===== src/rtl/vga_timing_gen.sv =====
// vga_timing_gen: raster timing source producing DrawX/DrawY, blank, hs/vs, frame strobe and frame counter
// Ports:
//   vga_clk     in  1   pixel clock, the only clock
//   reset_n     in  1   synchronous active-low reset
//   DrawX       out 10  horizontal position 0..H_TOTAL-1
//   DrawY       out 10  vertical position 0..V_TOTAL-1
//   blank       out 1   1 = visible pixel, 0 = blanking
//   hs          out 1   horizontal sync, active-low
//   vs          out 1   vertical sync, active-low
//   frame_start out 1   one-cycle pulse while position is (0,0)
//   frame_count out 16  completed frames, wraps
// Optional feature: define VGA_SYNC_ALIGN_EN to delay hs/vs by SYNC_DELAY clocks so they
// line up with consumers that register colour with that much latency.
module vga_timing_gen #(
    parameter int H_ACTIVE   = 640,
    parameter int H_FP       = 16,
    parameter int H_SYNC     = 96,
    parameter int H_BP       = 48,
    parameter int V_ACTIVE   = 480,
    parameter int V_FP       = 10,
    parameter int V_SYNC     = 2,
    parameter int V_BP       = 33,
    parameter int SYNC_DELAY = 2
) (
    input  logic        vga_clk,
    input  logic        reset_n,
    output logic [9:0]  DrawX,
    output logic [9:0]  DrawY,
    output logic        blank,
    output logic        hs,
    output logic        vs,
    output logic        frame_start,
    output logic [15:0] frame_count
);
    localparam int H_TOTAL = H_ACTIVE + H_FP + H_SYNC + H_BP;
    localparam int V_TOTAL = V_ACTIVE + V_FP + V_SYNC + V_BP;
    localparam int HS_BEG  = H_ACTIVE + H_FP;
    localparam int HS_END  = HS_BEG + H_SYNC;
    localparam int VS_BEG  = V_ACTIVE + V_FP;
    localparam int VS_END  = VS_BEG + V_SYNC;
`ifdef VGA_SYNC_ALIGN_EN
    localparam int SYNC_STAGES = SYNC_DELAY;
`else
    localparam int SYNC_STAGES = 0;
`endif

    // run is low only for the first edge after reset, which presents (0,0)
    // without advancing and without counting a completed frame.
    logic       run;
    logic       x_last;
    logic       y_last;
    logic [9:0] nx;
    logic [9:0] ny;

    always_comb begin
        x_last = int'(DrawX) == H_TOTAL - 1;
        y_last = int'(DrawY) == V_TOTAL - 1;
        nx     = (!run || x_last) ? 10'd0 : DrawX + 10'd1;
        ny     = (!run || (x_last && y_last)) ? 10'd0 : x_last ? DrawY + 10'd1 : DrawY;
    end

    always_ff @(posedge vga_clk) begin
        if (!reset_n) begin
            run         <= 1'b0;
            DrawX       <= '0;
            DrawY       <= '0;
            blank       <= 1'b0;
            frame_start <= 1'b0;
            frame_count <= '0;
        end else begin
            run         <= 1'b1;
            DrawX       <= nx;
            DrawY       <= ny;
            blank       <= int'(nx) < H_ACTIVE && int'(ny) < V_ACTIVE;
            frame_start <= nx == 10'd0 && ny == 10'd0;
            if (run && x_last && y_last)
                frame_count <= frame_count + 16'd1;
        end
    end

    if (SYNC_STAGES == 0) begin : g_direct
        // Sync decoded from the next position so it registers alongside it.
        always_ff @(posedge vga_clk) begin
            if (!reset_n) begin
                hs <= 1'b1;
                vs <= 1'b1;
            end else begin
                hs <= !(int'(nx) >= HS_BEG && int'(nx) < HS_END);
                vs <= !(int'(ny) >= VS_BEG && int'(ny) < VS_END);
            end
        end
    end else begin : g_align
        // Sync decoded from the presented position, then shifted SYNC_STAGES
        // times; the last stage is the output, giving exactly SYNC_STAGES
        // cycles between a coordinate and the sync edge it causes.
        logic [SYNC_STAGES-1:0] hs_pipe;
        logic [SYNC_STAGES-1:0] vs_pipe;
        always_ff @(posedge vga_clk) begin
            if (!reset_n) begin
                hs_pipe <= '1;
                vs_pipe <= '1;
            end else begin
                hs_pipe <= (hs_pipe << 1) | SYNC_STAGES'(!(int'(DrawX) >= HS_BEG && int'(DrawX) < HS_END));
                vs_pipe <= (vs_pipe << 1) | SYNC_STAGES'(!(int'(DrawY) >= VS_BEG && int'(DrawY) < VS_END));
            end
        end
        assign hs = hs_pipe[SYNC_STAGES-1];
        assign vs = vs_pipe[SYNC_STAGES-1];
    end
endmodule


===== config.mk =====
export PLATFORM = sky130hd
export DESIGN_NAME = vga_timing_gen
export DESIGN_NICKNAME = d
export VERILOG_FILES = /design/src/rtl/vga_timing_gen.sv
export SDC_FILE = /design/constraint.sdc
export NUM_CORES = 1
export LEC_CHECK = 0
export ABC_AREA = 1
export BUFFER_PORTS_ARGS = -buffer_cell sky130_fd_sc_hd__buf_2
export CORE_AREA = 3 3 92 94
export CTS_CLUSTER_DIAMETER = 60
export DETAILED_ROUTE_END_ITERATION = 12
export DIE_AREA = 0 0 95 97
export PLACE_DENSITY = 0.49
export SLEW_MARGIN = 5
export SYNTH_ARGS = -nofsm -noshare
export SYNTH_HDL_FRONTEND = slang
export SYNTH_SLANG_ARGS = --single-unit

===== constraint.sdc =====
create_clock -name vga_clk -period 4.6 [get_ports vga_clk]
set_clock_uncertainty 0.2 [all_clocks]
set_input_delay 0.46 -clock vga_clk [delete_from_list [all_inputs] [get_ports vga_clk]]
set_output_delay 0.46 -clock vga_clk [all_outputs]
set_load 0.1 [all_outputs]

Yosys cells after proc, flatten, opt, wreduce, memory -nomap -nowiden. Index checks and enable logic that the tools add are counted.

Register bits after elaboration: 41. Bits in latches: 0. Memory bits (writable): 0. Bits in read-only memories: 0. Bits of input ports: 2. Output and inout port bits: 40. Word-level logic and storage cells: 37. Memories kept: 0.

$add $sub $neg: 3. Multiply operators: 0. Div/mod/pow operators: 0. Order comparisons: 6. Eq/ne operators: 2. Shift-type cells: 0. Muxes and demuxes: 4. Bitwise logic cells: 0. Reduce and logical (&&, ||, !) cells: 14.

Operator list (number): $mux W10 (3); $add A10 B1 Y10 const B (2); $logic_not A10 Y1 (2); $lt A10 B10 Y1 const B (2); $lt A10 B9 Y1 const B (2); $add A16 B1 Y16 const B (1); $eq A10 B10 Y1 const B (1); $eq A10 B9 Y1 const B (1); $ge A10 B10 Y1 const B (1); $ge A10 B9 Y1 const B (1); $logic_and A1 B1 Y1 (7); $logic_not A1 Y1 (3); $logic_or A1 B1 Y1 (2); $mux W1 (1).

Longest topological paths before layout.
Depth in word-level cells: 7. Mapped depth: 14. Gate-level depth less buffers: 14.

Worst setup path after synthesis. Ideal clock, no wire load.

Kind: register to register. Start point: register DrawX[0]. End point: register vs. Setup time: 0.131 ns. Arrival time: 2.467 ns. Data required time: 4.269 ns. Setup slack: 1.802 ns. Cell stages (with the launch flop): 12. Buffers on the path: 1. Clock period less this slack: 2.798 ns. Cell sequence: dfxtp_1 > ha_1 > nand2_1 > inv_2 > nand2_4 > nor2_8 > buf_4 > nor2_1 > a21oi_1 > nand3_1 > nor3_2 > nand4_1.

Cells in the longest elaborated chain, start to end: 7. Elaborated cells between the ends (all ways): 9. Classes of those cells: order compare: 2; eq/ne: 1; mux: 2; reduce/logical: 4.

RTL lines: start: declaration (line 27) `output logic [9:0] DrawX,`; start signal: assignment (line 72) `DrawX <= nx;`; $eq A10 B9 Y1 (*) (line 56) `x_last = int'(DrawX) == H_TOTAL - 1;`; $logic_and A1 B1 Y1 (line 59) `ny = (!run || (x_last && y_last)) ? 10'd0 : x_last ? DrawY + 10'd1 : DrawY;`; $logic_or A1 B1 Y1 (line 59); $mux W10 (*) (line 59); $ge A10 B9 Y1 or $lt A10 B9 Y1 (tied branches) (line 89) `vs <= !(int'(ny) >= VS_BEG && int'(ny) < VS_END);`; $logic_and A1 B1 Y1 (*) (line 89); $logic_not A1 Y1 (*) (line 89); end signal: assignment (line 89); end: declaration (line 31) `output logic vs,`.

Every way passes the cells marked *; elsewhere a longest branch is shown, timed or not. A chain may end at the register's enable or synchronous reset.

Worst setup path in the final report.
Start point: register DrawY[0]. End point: register vs.

Cells in the longest elaborated chain, start to end: 7. Elaborated cells between the ends (all ways): 10. Classes of those cells: add/sub: 1; order compare: 2; eq/ne: 1; mux: 2; reduce/logical: 4.

RTL lines: start: declaration (line 28) `output logic [9:0] DrawY,`; start signal: assignment (line 73) `DrawY <= ny;`; parallel branches: the longest is 3 deep, another holds $add A10 B1 Y10; $mux W10 (*) (line 59); $ge A10 B9 Y1 or $lt A10 B9 Y1 (tied branches) (line 89); $logic_and A1 B1 Y1 (*) (line 89); $logic_not A1 Y1 (*) (line 89).

Mark *: on every way between the ends.

==> flow_summary.yaml <==
status:
  outcome: "finished, final reports clean"
worst_setup_path:
  r2r-start: "DrawY[0]$_SDFF_PN0_"
  cp-startpoint: "DrawY[0]$_SDFF_PN0_"
  crit_path_end_kind: "register"
  arrival_ns: 2.54
  worstSetupPathType: "reg -> reg"
  worst_setup_path_start_kind: "register"
  cp_slowest_cell: "a21oi_1"
  slowest_delay_ns: 0.57
  crit_fanout: 11
  crit_chain: "inv_1, ha_1, nand3_1, nor2_4, a21oi_1, nand2_1, nor3_1, nand4_1"
  cp.required_ns: 4.57
cells_and_area:
  drive_gt1_frac: 0.182
  num_antenna_cells: 0
  fillers: 841
  final_common_cell: "nand2_1"
  fin_nets: 395
  post-route-util: 0.352
  syn2layout_area_growth_pct: 17.7
  final_cell_mix: "nand2_1, nor2_1, inv_1"
pwr:
  pwr-share-clk: 0.401
  intPower_mw: 0.498
  combPwrFrac: 0.049
  power.share.switching: 0.238
  powerDensity_nw_per_um2: 240
  power_frac_seq: 0.550
  p_leak_nw: 1.25
  switching_power_mw: 0.155
  irDropWorstVdd_uv: 102
cts:
  tritoncts: "built"
  clk_pin_slew_ns: 0.08
  cts_resized: 0
  root_buffer: "clkbuf_8"
  clockBufferDepth: 2
  ctsHoldBuffers: 0
  clk_latency_ns: 0.29
  cts-buffers-inserted: 5
  cts_setup_buffers: 0
  cts_sinks: 41
  cts_htree_levels: 2
global_route:
  antenna_found_initial: 0
  grt_pass1_vias: 2167
  grt_pass1_wl_um: 10200
  grt_max_degree: 28
  grt.total_usage: 0.136
  globalRouteOverflowTotal: 0
timing:
  finalCritPeriodShare: 0.557
  max_freq_mhz: 390
  relSlewSlack: 0.457
  finalHoldViolations: 0
  period_minus_slack_ns: 2.56
  drv_slew: 0
  rsz0062_at_grt: "false"
  tightest_slew_ns: 0.809
  setup_viol: 0
  finalSetupTns_ns: 0
yosys:
  synth_area_um2: 2310
  ys.warnings.count: 0
  ys_ff_latch: 41
  yosysSeqAreaShare: 0.355
  netlist_instances: 346
  synth_nets: 352
  synth_cell_type_count: 35
  syn_avg_cell_area_um2: 6.68
job:
  drv_cap: 0
die:
  num_rows: 32
  core_um2: 7730
  io_pins: 42
  die_x_um: 95
  die_y_um: 97
  dieArea_um2: 9220
  start_util: 0.299
worst_hold_path:
  worstHoldStart: "reset_n"
  hp-class: "in -> reg"
detailed_routing:
  viasPerCell: 4.66
  vias: 2294
  routed_wl_um: 6060
  antenna_left: 0
  drcViolationCount: 0
  routedWlPerCell_um: 12.3
  first_iter_violations: 79
  first_pass_iters: 4
placed_design:
  routabilityCongestion: 0.820
  io_buffers: 41
  hpwl_um: 4650
final cells by class:
| class | instances | area, µm² | area share |
|---|---|---|---|
| multi-input cells | 254 | 1290 | 0.475 |
| flip-flops and latches | 41 | 821 | 0.302 |
| repair buffers | 41 | 205 | 0.0754 |
| inverters | 46 | 173 | 0.0635 |
| well taps | 102 | 128 | 0.0469 |
| clock buffers | 7 | 96.3 | 0.0354 |
| clock inverters | 1 | 5.00 | 0.00184 |
cell usage after synthesis:
| master | number | share of area |
|---|---|---|
| a21oi_1 | 17 | 0.037 |
| a21oi_2 | 1 | 0.0038 |
| a31oi_1 | 2 | 0.0054 |
| and3_1 | 2 | 0.0054 |
| buf_2 | 2 | 0.0043 |
| buf_4 | 1 | 0.0032 |
| clkbuf_1 | 2 | 0.0032 |
| clkinv_1 | 1 | 0.0016 |
| dfxtp_1 | 41 | 0.36 |
| ha_1 | 4 | 0.022 |
| inv_1 | 42 | 0.068 |
| inv_2 | 3 | 0.0049 |
| nand2_1 | 86 | 0.14 |
| nand2_2 | 2 | 0.0054 |
| nand2_4 | 1 | 0.0049 |
| nand3_1 | 24 | 0.052 |
| nand3_2 | 5 | 0.022 |
| nand3b_1 | 2 | 0.0065 |
| nand4_1 | 12 | 0.032 |
| nor2_1 | 46 | 0.075 |
| nor2_2 | 4 | 0.011 |
| nor2_4 | 1 | 0.0049 |
| nor2_8 | 1 | 0.0087 |
| nor3_1 | 12 | 0.026 |
| nor3_2 | 2 | 0.0087 |
| nor3_4 | 1 | 0.0070 |
| nor4_1 | 3 | 0.0081 |
| nor4_2 | 1 | 0.0054 |
| o2111ai_1 | 1 | 0.0038 |
| o21a_1 | 1 | 0.0032 |
| o21ai_0 | 14 | 0.030 |
| o21ai_1 | 1 | 0.0022 |
| o31ai_1 | 1 | 0.0032 |
| xnor2_1 | 2 | 0.0076 |
| xor2_1 | 5 | 0.019 |
state kept, by name (all words and copies together) (netlist names):
signal       flops
DrawX           10
frame_start      1
blank            1
hs               1
DrawY           10
frame_count     16
run              1
vs               1
cell families (layout without fill, tap and decap cells):
family,after synthesis,after routing,share of synthesized area
AOI/OAI and AO/OA,38,38,0.0888
xor gates and xnor gates,7,7,0.0265
adders and majority gates,4,4,0.0217
buffers and inverters,51,95,0.0855
DFF,41,41,0.355
and+or+nand+nor,205,205,0.422
per-layer routing:
metal	vias to the layer above	global-route usage	part of all wire
met1	1032	0.186	0.51
met3	6	0.0241	0.039
met2	44	0.219	0.44
li1	1212	-	-
met5	-	0	0
met4	0	0.0366	0.012
stage by stage:
stage / cells / setup WS, ns / total power [mW] / hold WS, ns / instance area, µm²
after floorplan: 346 / 1.80 / 0.394 / 0.288 / 2310
after CTS: 492 / 2.03 / 0.663 / 0.234 / 2720
after detailed placement: 484 / 2.05 / 0.400 / 0.288 / 2620
after global placement: 484 / 2.12 / 0.400 / 0.283 / 2620
final: 492 / 2.04 / 0.653 / 0.233 / 2720
after global routing: 492 / 1.79 / 0.677 / 0.242 / 2720
critical path: cells and delay by family (launching register included):
kind	cells	cell delay, ns
buf+inv	1	0.16
simple gates	5	0.75
fa+ha+maj	1	0.24
compound gates	1	0.57
flops	1	0.53
path summary, 6_finish.rpt:
check	endpoint	slack, ns	depth (start not counted)
worst max-delay path	vs$_SDFF_PN1_	2.04	8
worst min-delay path	run$_DFF_P_	0.23	1
worst max register to register	vs$_SDFF_PN1_	2.04	8
worst min register to register	frame_count[15]$_SDFFE_PN0P_	0.30	2
power by group through the flow:
stage	logic [mW]	registers (mW)	clock network (mW)
2_1_floorplan	0.0122	0.381	0
3_3_place_gp	0.0321	0.368	0
3_5_place_dp	0.0321	0.368	0
4_1_cts	0.0322	0.359	0.271
5_1_grt	0.0344	0.360	0.282
6_report	0.0317	0.359	0.262
(Power assumes the default switching activity.)
